**src/rtl/popcnt_enum_pkg.sv**
```systemverilog
// Shared types for the popcount enumerator: FSM state encoding and a
// width-generic popcount helper used when WIDTH differs from 6.
package popcnt_enum_pkg;

  typedef enum logic [1:0] {
    ST_IDLE = 2'd0,
    ST_SCAN = 2'd1,
    ST_HOLD = 2'd2,
    ST_DONE = 2'd3
  } state_e;

  localparam int unsigned MAX_W = 16;
  localparam int unsigned POP_W = 5;

  // Sum of set bits across a zero-extended 16-bit vector.
  function automatic logic [POP_W-1:0] popcount16(input logic [MAX_W-1:0] v);
    logic [POP_W-1:0] n;
    n = '0;
    for (int unsigned i = 0; i < MAX_W; i++) n = n + POP_W'(v[i]);
    return n;
  endfunction

endpackage

```
**src/rtl/popcnt_enum_if.sv**
```systemverilog
// Request/stream bundle of the popcount enumerator; o_nEmitted exists only
// when POPCNT_ENUM_NEMITTED_EN is defined.
interface popcnt_enum_if #(
  parameter int unsigned WIDTH = 6
);
  localparam int unsigned CW = $clog2(WIDTH + 1);

  logic             i_start;
  logic             i_abort;
  logic [CW-1:0]    i_count;
  logic             i_ready;
  logic             o_valid;
  logic [WIDTH-1:0] o_x;
  logic             o_last;
  logic             o_busy;
  logic             o_done;
`ifdef POPCNT_ENUM_NEMITTED_EN
  logic [WIDTH:0]   o_nEmitted;
`endif

  modport master (
    output i_start, i_abort, i_count, i_ready,
`ifdef POPCNT_ENUM_NEMITTED_EN
    input  o_nEmitted,
`endif
    input  o_valid, o_x, o_last, o_busy, o_done
  );

  modport slave (
    input  i_start, i_abort, i_count, i_ready,
`ifdef POPCNT_ENUM_NEMITTED_EN
    output o_nEmitted,
`endif
    output o_valid, o_x, o_last, o_busy, o_done
  );

endinterface

```
**src/rtl/popcnt6.sv**
```systemverilog
// Combinational 6-bit popcount: full-adder tree by default, plain bit sum
// when ABSTRACT_MODEL is set.
module popcnt6 #(
  parameter bit ABSTRACT_MODEL = 1'b0
) (
  input  logic [5:0] x_i,
  output logic [2:0] cnt_c_o
);

  generate
    if (ABSTRACT_MODEL) begin : g_abstract
      always_comb begin
        cnt_c_o = '0;
        for (int unsigned i = 0; i < 6; i++) cnt_c_o = cnt_c_o + 3'(x_i[i]);
      end
    end else begin : g_tree
      logic s0, c0, s1, c1, a;
      // Two 3:2 compressors, then a 2-bit add of their results.
      assign s0 = x_i[0] ^ x_i[1] ^ x_i[2];
      assign c0 = (x_i[0] & x_i[1]) | (x_i[0] & x_i[2]) | (x_i[1] & x_i[2]);
      assign s1 = x_i[3] ^ x_i[4] ^ x_i[5];
      assign c1 = (x_i[3] & x_i[4]) | (x_i[3] & x_i[5]) | (x_i[4] & x_i[5]);
      assign a  = s0 & s1;
      assign cnt_c_o = {(c0 & c1) | (c0 & a) | (c1 & a), c0 ^ c1 ^ a, s0 ^ s1};
    end
  endgenerate

endmodule

```
**src/rtl/popcnt_enum.sv**
```systemverilog
// Enumerates every WIDTH-bit vector with popcount k in ascending order over a
// valid/ready stream. Optional emitted counter: POPCNT_ENUM_NEMITTED_EN.
module popcnt_enum
  import popcnt_enum_pkg::*;
#(
  parameter int unsigned WIDTH = 6
) (
  input  logic          i_clk,
  input  logic          i_rst,
  popcnt_enum_if.slave  bus
);

  localparam int unsigned CW = $clog2(WIDTH + 1);

  state_e           state_q, state_d;
  logic [WIDTH-1:0] cand_q, cand_d;
  logic [WIDTH-1:0] x_q, x_d;
  logic [CW-1:0]    k_q, k_d;
  logic             valid_q, valid_d;
  logic             last_q, last_d;
  logic             busy_q, busy_d;
  logic             done_q, done_d;

  logic [POP_W-1:0] pop_c;
  logic [WIDTH-1:0] last_pat_c;
  logic             match_c;
  logic             all_ones_c;

  generate
    if (WIDTH == 6) begin : g_pc6
      logic [2:0] cnt6;
      popcnt6 #(.ABSTRACT_MODEL(1'b0)) u_popcnt (
        .x_i     (cand_q),
        .cnt_c_o (cnt6)
      );
      assign pop_c = POP_W'(cnt6);
    end else begin : g_pcgen
      assign pop_c = popcount16(MAX_W'(cand_q));
    end
  endgenerate

  assign match_c    = (pop_c == POP_W'(k_q));
  assign all_ones_c = &cand_q;
  // Largest value of popcount k: k ones packed against the MSB.
  assign last_pat_c = ~({WIDTH{1'b1}} >> k_q);

  always_comb begin
    state_d = state_q;
    cand_d  = cand_q;
    k_d     = k_q;
    x_d     = x_q;
    valid_d = valid_q;
    last_d  = last_q;
    if (state_q != ST_IDLE && bus.i_abort) begin
      state_d = ST_IDLE;
      valid_d = 1'b0;
      last_d  = 1'b0;
    end else begin
      case (state_q)
        ST_IDLE: begin
          if (bus.i_start && !bus.i_abort) begin
            k_d     = bus.i_count;
            cand_d  = '0;
            state_d = ST_SCAN;
          end
        end
        ST_SCAN: begin
          if (match_c) begin
            x_d     = cand_q;
            valid_d = 1'b1;
            last_d  = (cand_q == last_pat_c);
            state_d = ST_HOLD;
          end else if (all_ones_c) begin
            state_d = ST_DONE;
          end else begin
            cand_d = cand_q + WIDTH'(1);
          end
        end
        ST_HOLD: begin
          if (bus.i_ready) begin
            valid_d = 1'b0;
            last_d  = 1'b0;
            if (all_ones_c) begin
              state_d = ST_DONE;
            end else begin
              cand_d  = cand_q + WIDTH'(1);
              state_d = ST_SCAN;
            end
          end
        end
        ST_DONE: state_d = ST_IDLE;
        default: state_d = ST_IDLE;
      endcase
    end
    busy_d = (state_d != ST_IDLE);
    done_d = (state_d == ST_DONE);
  end

  always_ff @(posedge i_clk or posedge i_rst) begin
    if (i_rst) begin
      state_q <= ST_IDLE;
      cand_q  <= '0;
      k_q     <= '0;
      x_q     <= '0;
      valid_q <= 1'b0;
      last_q  <= 1'b0;
      busy_q  <= 1'b0;
      done_q  <= 1'b0;
    end else begin
      state_q <= state_d;
      cand_q  <= cand_d;
      k_q     <= k_d;
      x_q     <= x_d;
      valid_q <= valid_d;
      last_q  <= last_d;
      busy_q  <= busy_d;
      done_q  <= done_d;
    end
  end

  assign bus.o_valid = valid_q;
  assign bus.o_x     = x_q;
  assign bus.o_last  = last_q;
  assign bus.o_busy  = busy_q;
  assign bus.o_done  = done_q;

`ifdef POPCNT_ENUM_NEMITTED_EN
  logic [WIDTH:0] nemit_q, nemit_d;

  // Counts accepted handshakes since the last accepted start.
  always_comb begin
    nemit_d = nemit_q;
    if (state_q == ST_IDLE && bus.i_start && !bus.i_abort) nemit_d = '0;
    else if (valid_q && bus.i_ready) nemit_d = nemit_q + (WIDTH + 1)'(1);
  end

  always_ff @(posedge i_clk or posedge i_rst) begin
    if (i_rst) nemit_q <= '0;
    else       nemit_q <= nemit_d;
  end

  assign bus.o_nEmitted = nemit_q;
`endif

endmodule

```
**src/flat_wrapper.sv**
```systemverilog
// flat-port wrapper written by rule: the top's interface ports become plain ports
module popcnt_enum_flat import popcnt_enum_pkg::*;
#(
  parameter int unsigned WIDTH = 6
)
  (i_clk, i_rst, bus_i_start, bus_i_abort, bus_i_count, bus_i_ready, bus_o_valid, bus_o_x, bus_o_last, bus_o_busy, bus_o_done);
  popcnt_enum_if #(.WIDTH(WIDTH)) bus_i ();
  input  logic i_clk;
  input  logic i_rst;
  input wire logic [$bits(bus_i.i_start)-1:0] bus_i_start;
  input wire logic [$bits(bus_i.i_abort)-1:0] bus_i_abort;
  input wire logic [$bits(bus_i.i_count)-1:0] bus_i_count;
  input wire logic [$bits(bus_i.i_ready)-1:0] bus_i_ready;
  output wire logic [$bits(bus_i.o_valid)-1:0] bus_o_valid;
  output wire logic [$bits(bus_i.o_x)-1:0] bus_o_x;
  output wire logic [$bits(bus_i.o_last)-1:0] bus_o_last;
  output wire logic [$bits(bus_i.o_busy)-1:0] bus_o_busy;
  output wire logic [$bits(bus_i.o_done)-1:0] bus_o_done;
  assign bus_i.i_start = bus_i_start;
  assign bus_i.i_abort = bus_i_abort;
  assign bus_i.i_count = bus_i_count;
  assign bus_i.i_ready = bus_i_ready;
  assign bus_o_valid = bus_i.o_valid;
  assign bus_o_x = bus_i.o_x;
  assign bus_o_last = bus_i.o_last;
  assign bus_o_busy = bus_i.o_busy;
  assign bus_o_done = bus_i.o_done;
  popcnt_enum #(.WIDTH(WIDTH)) u_core (.i_clk(i_clk), .i_rst(i_rst), .bus(bus_i));
endmodule
```
**config.mk**
```make
export PLATFORM = sky130hd
export DESIGN_NAME = popcnt_enum_flat
export DESIGN_NICKNAME = d
export VERILOG_FILES = /design/src/rtl/popcnt_enum_pkg.sv /design/src/rtl/popcnt_enum_if.sv /design/src/rtl/popcnt6.sv /design/src/rtl/popcnt_enum.sv /design/src/flat_wrapper.sv
export SDC_FILE = /design/constraint.sdc
export NUM_CORES = 1
export LEC_CHECK = 0
export CORE_ASPECT_RATIO = 0.5
export CORE_MARGIN = 2
export CORE_UTILIZATION = 54
export CTS_CLUSTER_SIZE = 12
export DETAILED_ROUTE_END_ITERATION = 10
export GPL_ROUTABILITY_DRIVEN = 0
export PLACE_DENSITY = 0.78
export REMOVE_ABC_BUFFERS = 1
export SLEW_MARGIN = 20
export SYNTH_ARGS = -nofsm -noshare
export SYNTH_HDL_FRONTEND = slang
export SYNTH_SLANG_ARGS = --single-unit
export TNS_END_PERCENT = 100
```
**constraint.sdc**
```tcl
create_clock -name i_clk -period 3.6 [get_ports i_clk]
set_input_delay 0.36 -clock i_clk [delete_from_list [all_inputs] [get_ports i_clk]]
set_output_delay 0.36 -clock i_clk [all_outputs]
set_load 0.02 [all_outputs]
```
==> results of run 1 <==
-- final timing paths --
kind / startpoint / end / slack, ns / cells after the start
max: u_core.cand_q[3]$_DFFE_PP0P_ / u_core.bus.o_x[3]$_DFFE_PP0P_ / 0.26 / 9
min: u_core.bus.o_valid$_DFFE_PP0P_ / u_core.bus.o_valid$_DFFE_PP0P_ / 0.49 / 1
max reg2reg: u_core.cand_q[3]$_DFFE_PP0P_ / u_core.bus.o_x[3]$_DFFE_PP0P_ / 0.26 / 9
min reg2reg: u_core.bus.o_valid$_DFFE_PP0P_ / u_core.bus.o_valid$_DFFE_PP0P_ / 0.49 / 1
max in group asynchronous: i_rst / u_core.cand_q[1]$_DFFE_PP0P_ / 2.58 / 2
min in group asynchronous: i_rst / u_core.bus.o_valid$_DFFE_PP0P_ / 0.54 / 2
-- worst max-delay path: cells and delay by family (launching register included) --
| kind | cells | cell delay [ns] |
|---|---|---|
| flops | 1 | 0.47 |
| mux | 1 | 0.36 |
| xor+xnor | 1 | 0.20 |
| buf+inv | 2 | 0.19 |
| fa+ha+maj | 3 | 1.18 |
| simple gates | 2 | 0.82 |
-- through the flow --
stage                     total power, uW  instance area, um2
after global routing                 1258                1665
after CTS                            1164                1662
final                                1169                1665
after global placement              993.3                1615
after detailed placement             1006                1615
after floorplan                     801.8                1356
-- routing by layer --
| layer | track usage (%) | up-vias | wire length [um] |
|---|---|---|---|
| met3 | 5.856 | 8 | 248 |
| met4 | 7.273 | 0 | 44 |
| met5 | 0 | - | 0 |
| met2 | 40.85 | 45 | 1366 |
| met1 | 32.58 | 545 | 1486 |
| li1 | - | 546 | - |
-- kinds of logic (layout without fill, tap and decap cells) --
| group | after synthesis | after routing | synth area share, % |
|---|---|---|---|
| AO/OA/AOI/OAI | 38 | 38 | 19.27 |
| XOR/XNOR | 5 | 5 | 3.658 |
| adder cells (fa/ha/maj) | 11 | 11 | 11.42 |
| buffers and inverters | 19 | 40 | 6.780 |
| flip-flops | 21 | 21 | 37.47 |
| multiplexers | 9 | 9 | 7.226 |
| AND/OR/NAND/NOR | 34 | 34 | 14.18 |
-- cells in the final DEF, fill, tap and decap left out, types with 3 or more instances in the layout --
| cell | synthesis | layout |
|---|---|---|
| xor2_1 | 3 | 3 |
| clkdlybuf4s50_1 | 0 | 17 |
| inv_1 | 13 | 13 |
| clkbuf_8 | 0 | 3 |
| fa_1 | 3 | 3 |
| nand3_1 | 3 | 3 |
| o21ai_0 | 5 | 5 |
| nand2_1 | 6 | 6 |
| a21oi_1 | 6 | 6 |
| mux2_2 | 9 | 9 |
| a31oi_1 | 4 | 4 |
| nor2_1 | 6 | 6 |
| buf_4 | 0 | 6 |
| ha_1 | 8 | 8 |
| dfrtp_1 | 21 | 21 |
| a21o_1 | 3 | 3 |
-- report_power, final --
group | switching [uW] | internal [uW]
logic | 337 | 292
clock network | 75.8 | 77.2
registers | 86.4 | 301
total | 500 | 670
-- registers in the layout (all words and copies together), names as in the netlist --
register / flops
u_core.cand_q: 6
u_core.k_q: 3
u_core.bus.o_valid: 1
u_core.bus.o_busy: 1
u_core.bus.o_last: 1
u_core.bus.o_done: 1
u_core.bus.o_x: 6
u_core.state_q: 2
-- area by class of cell --
cell class / count / area, um2 / share of cell area [%]
multi-input combinational: 97 / 785.8 / 47.18
sequential: 21 / 525.5 / 31.56
inverter: 13 / 48.80 / 2.930
tap: 35 / 43.79 / 2.630
clock buffer: 3 / 41.29 / 2.479
clock inverter: 1 / 5.005 / 0.3005
timing repair buffer: 23 / 215.2 / 12.92
==> results.sh, run 1 <==
export IMPL_synth_edf_count=0
export IMPL_end_kind="flip-flop"
export IMPL_cts_resized=0
export IMPL_clk_latency_ns=0.26
export IMPL_hp_class="reg -> reg"
export IMPL_antenna_found_initial=0
export IMPL_ys_types=48
export IMPL_ys_warnings_count=0
export IMPL_clock_root_buffer="clkbuf_8"
export IMPL_h_tree_depth=1
export IMPL_clock_sinks=21
export IMPL_grt_pass1_vias=1124
export IMPL_coreArea_um2=2342
export IMPL_ctsHoldBuffers=0
export IMPL_numCtsBuffers=3
export IMPL_cts_tree="yes"
export IMPL_yosys_area_top_type_share_pct=37.47
export IMPL_route_detailed_drc=0
export IMPL_rsz0062_at_grt="false"
export IMPL_synth_cells=137
export IMPL_grt_overflow_total=0
export IMPL_status="finished, final reports clean"
export IMPL_synth_most_common_cell="dfrtp_1"
export IMPL_drive_gt1_share_pct=14.56
export IMPL_clockBufferDepth=2
export IMPL_fin_cells=193
export IMPL_peakVddDrop_v=0.0003772
export IMPL_clk_pin_slew_ns=0.07
export IMPL_criticalPathCategory="reg -> reg"
export IMPL_port_buffer_count=17
export IMPL_n_antenna_cell=0
export IMPL_finalWorstSetupSlack_ns=0.2605
export IMPL_power_leakage_uw=0.0007767
export IMPL_avgSynthCellArea_um2=10.24
export IMPL_fmax_mhz=299.4
export IMPL_ys_top_cells_by_count="dfrtp_1, inv_1, mux2_2, ha_1"
export IMPL_vias=1144
export IMPL_cp_data_arrival_time_ns=3.49
export IMPL_synthArstFlopShare_pct=100.0
export IMPL_setup_viol=0
export IMPL_crit_chain="inv_1, fa_1, inv_1, ha_1, fa_1, xor2_1, or4b_4, nor2_4, mux2_2"
export IMPL_worstMarginPinSlew_ns=0.7829
export IMPL_slew_viol_final=0
export IMPL_area_growth_pct=18.73
export IMPL_ys_seq_area_share_pct=37.47
export IMPL_nFillCells=176
export IMPL_dr_pass1_iters=4
export IMPL_grt_use_total_pct=24.23
export IMPL_synth_top_area_cell="dfrtp_1"
export IMPL_startpoint_type="flip-flop"
export IMPL_grt_max_degree=22
export IMPL_synthFlopType="dfrtp_1"
export IMPL_crit_slowest_cell="or4b_4"
export IMPL_finalHoldViolations=0
export IMPL_start_util_pct=59.88
export IMPL_wl_per_cell_um=16.30
export IMPL_dp_slack_ns=0.1707
export IMPL_whs_ns=0.4902
export IMPL_die_area_um2=3046
export IMPL_finClkSkew_ns=0.002791
export IMPL_worst_path_max_fanout=8
export IMPL_synthesis_area_um2=1403
export IMPL_via_per_inst=5.927
export IMPL_ios=18
export IMPL_fin_nets=178
export IMPL_first_iter_violations=82
export IMPL_ant_nets=0
export IMPL_cts_setup_buffers=0
export IMPL_grt_pass1_wl_um=5430
export IMPL_rows=12
export IMPL_dpl_hpwl_um=2357
export IMPL_slew_headroom_pct=47.75
export IMPL_required_ns=3.75
export IMPL_die_x_um=76.08
export IMPL_p_per_area_nw_per_um2=702.2
export IMPL_postLayoutCoreUtil_pct=71.10
export IMPL_synth_area_leaders="dfrtp_1, mux2_2, ha_1"
export IMPL_fp_dieH_um=40.04
export IMPL_tns_ns=0
export IMPL_timing_final_crit_share_pct=92.76
export IMPL_place_inst=189
export IMPL_maxCapViolations=0
export IMPL_finalWirelength_um=3146
export IMPL_synth_seq_cells=21
export IMPL_period_needed_ns=3.339
export IMPL_slowest_delay_ns=0.58
(Power assumes the default switching activity.)
==> inputs of run 2 (changes only) <==
--- a/config.mk
+++ b/config.mk
@@ -11,6 +11,7 @@
 export CTS_CLUSTER_SIZE = 12
 export DETAILED_ROUTE_END_ITERATION = 10
 export GPL_ROUTABILITY_DRIVEN = 0
+export GPL_TIMING_DRIVEN = 1
 export PLACE_DENSITY = 0.78
 export REMOVE_ABC_BUFFERS = 1
 export SLEW_MARGIN = 20
==> results of run 2 <==
Same layout as run 1: the final DEF is identical, and so are final timing and power.
==> inputs of run 3 (changes only) <==
--- a/config.mk
+++ b/config.mk
@@ -5,14 +5,15 @@
 export SDC_FILE = /design/constraint.sdc
 export NUM_CORES = 1
 export LEC_CHECK = 0
-export CORE_ASPECT_RATIO = 0.5
 export CORE_MARGIN = 2
-export CORE_UTILIZATION = 54
+export CORE_UTILIZATION = 65
+export CTS_CLUSTER_DIAMETER = 50
 export CTS_CLUSTER_SIZE = 12
 export DETAILED_ROUTE_END_ITERATION = 10
+export DONT_BUFFER_PORTS = 1
 export GPL_ROUTABILITY_DRIVEN = 0
 export GPL_TIMING_DRIVEN = 1
-export PLACE_DENSITY = 0.78
+export PLACE_DENSITY = 0.81
 export REMOVE_ABC_BUFFERS = 1
 export SLEW_MARGIN = 20
 export SYNTH_ARGS = -nofsm -noshare
==> constraint.sdc (replaced) <==
create_clock -name i_clk -period 4.1 [get_ports i_clk]
set_input_delay 0.41 -clock i_clk [delete_from_list [all_inputs] [get_ports i_clk]]
set_output_delay 0.41 -clock i_clk [all_outputs]
set_load 0.02 [all_outputs]
==> run 3 against run 2 <==
  * Sequential power grew 1%
  * Die area shrank 16%
  * Core utilization decreased by 0.35 points
  * Sequential cell count is the same
  * Hold slack worse by 0.36 ns
  * Global-route usage rose by 0.21 points
  * Final area fell by 15%
  * Register-to-register slack improved by 0.36 ns
  * Combinational power shrank 35%
  * Largest cell class unchanged
==> results.sh, run 3 (synthesized netlist as in run 1, its figures left out) <==
export IMPL_nFillCells=155
export IMPL_h_tree_depth=1
export IMPL_worst_path_max_fanout=8
export IMPL_area_growth_pct=0.9814
export IMPL_clock_sinks=21
export IMPL_required_ns=4.30
export IMPL_ios=18
export IMPL_start_util_pct=70.06
export IMPL_rsz0062_at_grt="false"
export IMPL_cp_data_arrival_time_ns=3.68
export IMPL_grt_overflow_total=0
export IMPL_criticalPathCategory="reg -> reg"
export IMPL_p_per_area_nw_per_um2=636.5
export IMPL_timing_rr_end="u_core.bus.o_x[4]$_DFFE_PP0P_"
export IMPL_clk_latency_ns=0.31
export IMPL_switching_power_uw=406.4
export IMPL_rows=16
export IMPL_setup_viol=0
export IMPL_p_comb_share_pct=45.3
export IMPL_dr_pass1_iters=6
export IMPL_period_needed_ns=3.481
export IMPL_n_antenna_cell=0
export IMPL_crit_start="u_core.cand_q[3]$_DFFE_PP0P_"
export IMPL_crit_path_end="u_core.bus.o_x[4]$_DFFE_PP0P_"
export IMPL_grt_use_total_pct=24.44
export IMPL_status="finished, final reports clean"
export IMPL_clock_root_buffer="clkbuf_4"
export IMPL_peakVddDrop_v=0.0004477
export IMPL_ctsHoldBuffers=0
export IMPL_ff2ff_setup_slack_ns=0.62
export IMPL_fmax_mhz=287.2
export IMPL_timing_final_crit_share_pct=84.91
export IMPL_vias=1070
export IMPL_antenna_found_initial=0
export IMPL_timing_rr_start="u_core.cand_q[3]$_DFFE_PP0P_"
export IMPL_pwr_share_seq_pct=43.5
export IMPL_port_buffer_count=0
export IMPL_regArea_um2=525.5
export IMPL_fin_area_um2=1416
export IMPL_hp_class="in -> async"
export IMPL_whs_ns=0.1273
export IMPL_cts_setup_buffers=0
export IMPL_finalWirelength_um=2825
export IMPL_tns_ns=0
export IMPL_dpl_hpwl_um=2104
export IMPL_first_iter_violations=23
export IMPL_drive_gt1_share_pct=11.11
export IMPL_ant_nets=0
export IMPL_numCtsBuffers=3
export IMPL_clockBufferDepth=2
export IMPL_power_frac_clock_pct=11.1
export IMPL_grt_pass1_vias=1039
export IMPL_slew_viol_final=0
export IMPL_finClkSkew_ns=0.009972
export IMPL_die_x_um=50.45
export IMPL_switching_share_pct=45.08
export IMPL_grt_pass1_wl_um=4636
export IMPL_die_area_um2=2545
export IMPL_fin_cells=162
export IMPL_finalHoldViolations=0
export IMPL_multi_input_area_um2=782.0
export IMPL_cts_tree="yes"
export IMPL_fin_nets=155
export IMPL_via_per_inst=6.605
export IMPL_maxCapViolations=0
export IMPL_place_inst=158
export IMPL_wl_per_cell_um=17.44
export IMPL_placed_cell_area_um2=1390
export IMPL_reg2regPathDepth=9
export IMPL_internal_power_uw=495.1
export IMPL_slew_headroom_pct=33.08
export IMPL_worstMarginPinSlew_ns=0.9947
export IMPL_route_detailed_drc=0
export IMPL_layout_commonest_cell="dfrtp_1"
export IMPL_cts_resized=0
export IMPL_startpoint_type="flip-flop"
export IMPL_power_leakage_uw=0.0006701
export IMPL_clk_pin_slew_ns=0.12
export IMPL_grt_max_degree=22
export IMPL_end_kind="flip-flop"
export IMPL_fp_dieH_um=50.45
export IMPL_final_cell_mix="dfrtp_1, inv_1, mux2_2"
export IMPL_coreArea_um2=2002
-- run 3: changes by cell type in the layout (fill, tap and decap cells not counted), sizes merged --
| cell | delta |
|---|---|
| buf | -6 |
| clkbuf | +1 |
| clkinv | -1 |
| clkdlybuf4s50 | -17 |
-- run 3: cell type report --
class / count / area share (%)
inverter: 13 / 3.445
tap: 27 / 2.385
multi-input combinational: 97 / 55.21
clock buffer: 4 / 1.855
sequential: 21 / 37.10
-- run 3: worst max-delay path: stages, from the launching register on --
cell     delay, ns
dfrtp_1       0.50
inv_1         0.16
fa_1          0.56
inv_1         0.04
ha_1          0.18
fa_1          0.39
xor2_1        0.20
or4b_1        0.71
nor2_4        0.26
mux2_2        0.36
-- run 3: worst min path at each step --
stage | start | to | slack, ns
global route | i_rst | u_core.cand_q[3]$_DFFE_PP0P_ | 0.20
CTS | i_rst | u_core.cand_q[3]$_DFFE_PP0P_ | 0.14
detailed placement | i_rst | u_core.bus.o_x[5]$_DFFE_PP0P_ | 0.49
global placement | i_rst | u_core.cand_q[3]$_DFFE_PP0P_ | 0.47
finish | i_rst | u_core.cand_q[3]$_DFFE_PP0P_ | 0.13
floorplan | i_rst | u_core.bus.o_busy$_DFF_PP0_ | 0.39
-- run 3: routing by layer --
metal  GRT usage (%)  part of all wire (%)
met5               0                     0
met4           13.06                   2.0
met3           4.762                   5.1
met2           41.23                    50
met1           29.35                    43
-- run 3: power groups by stage --
stage | logic (uW) | registers [uW] | clock network [uW]
6_report | 409 | 392 | 100
5_1_grt | 459 | 403 | 111
4_1_cts | 409 | 390 | 102
3_5_place_dp | 409 | 395 | 0
3_3_place_gp | 391 | 391 | 0
2_1_floorplan | 339 | 365 | 0
-- run 3: per-stage QoR --
stage / setup slack, ns / total power (uW) / util [%]
3_3_place_gp: 0.7886 / 782.4 / 69.44
4_1_cts: 0.6493 / 900.8 / 70.75
2_1_floorplan: 0.9131 / 704.0 / -
6_report: 0.6187 / 901.5 / 70.75
3_5_place_dp: 0.6823 / 804.4 / 69.44
5_1_grt: 0.5133 / 972.7 / 70.75
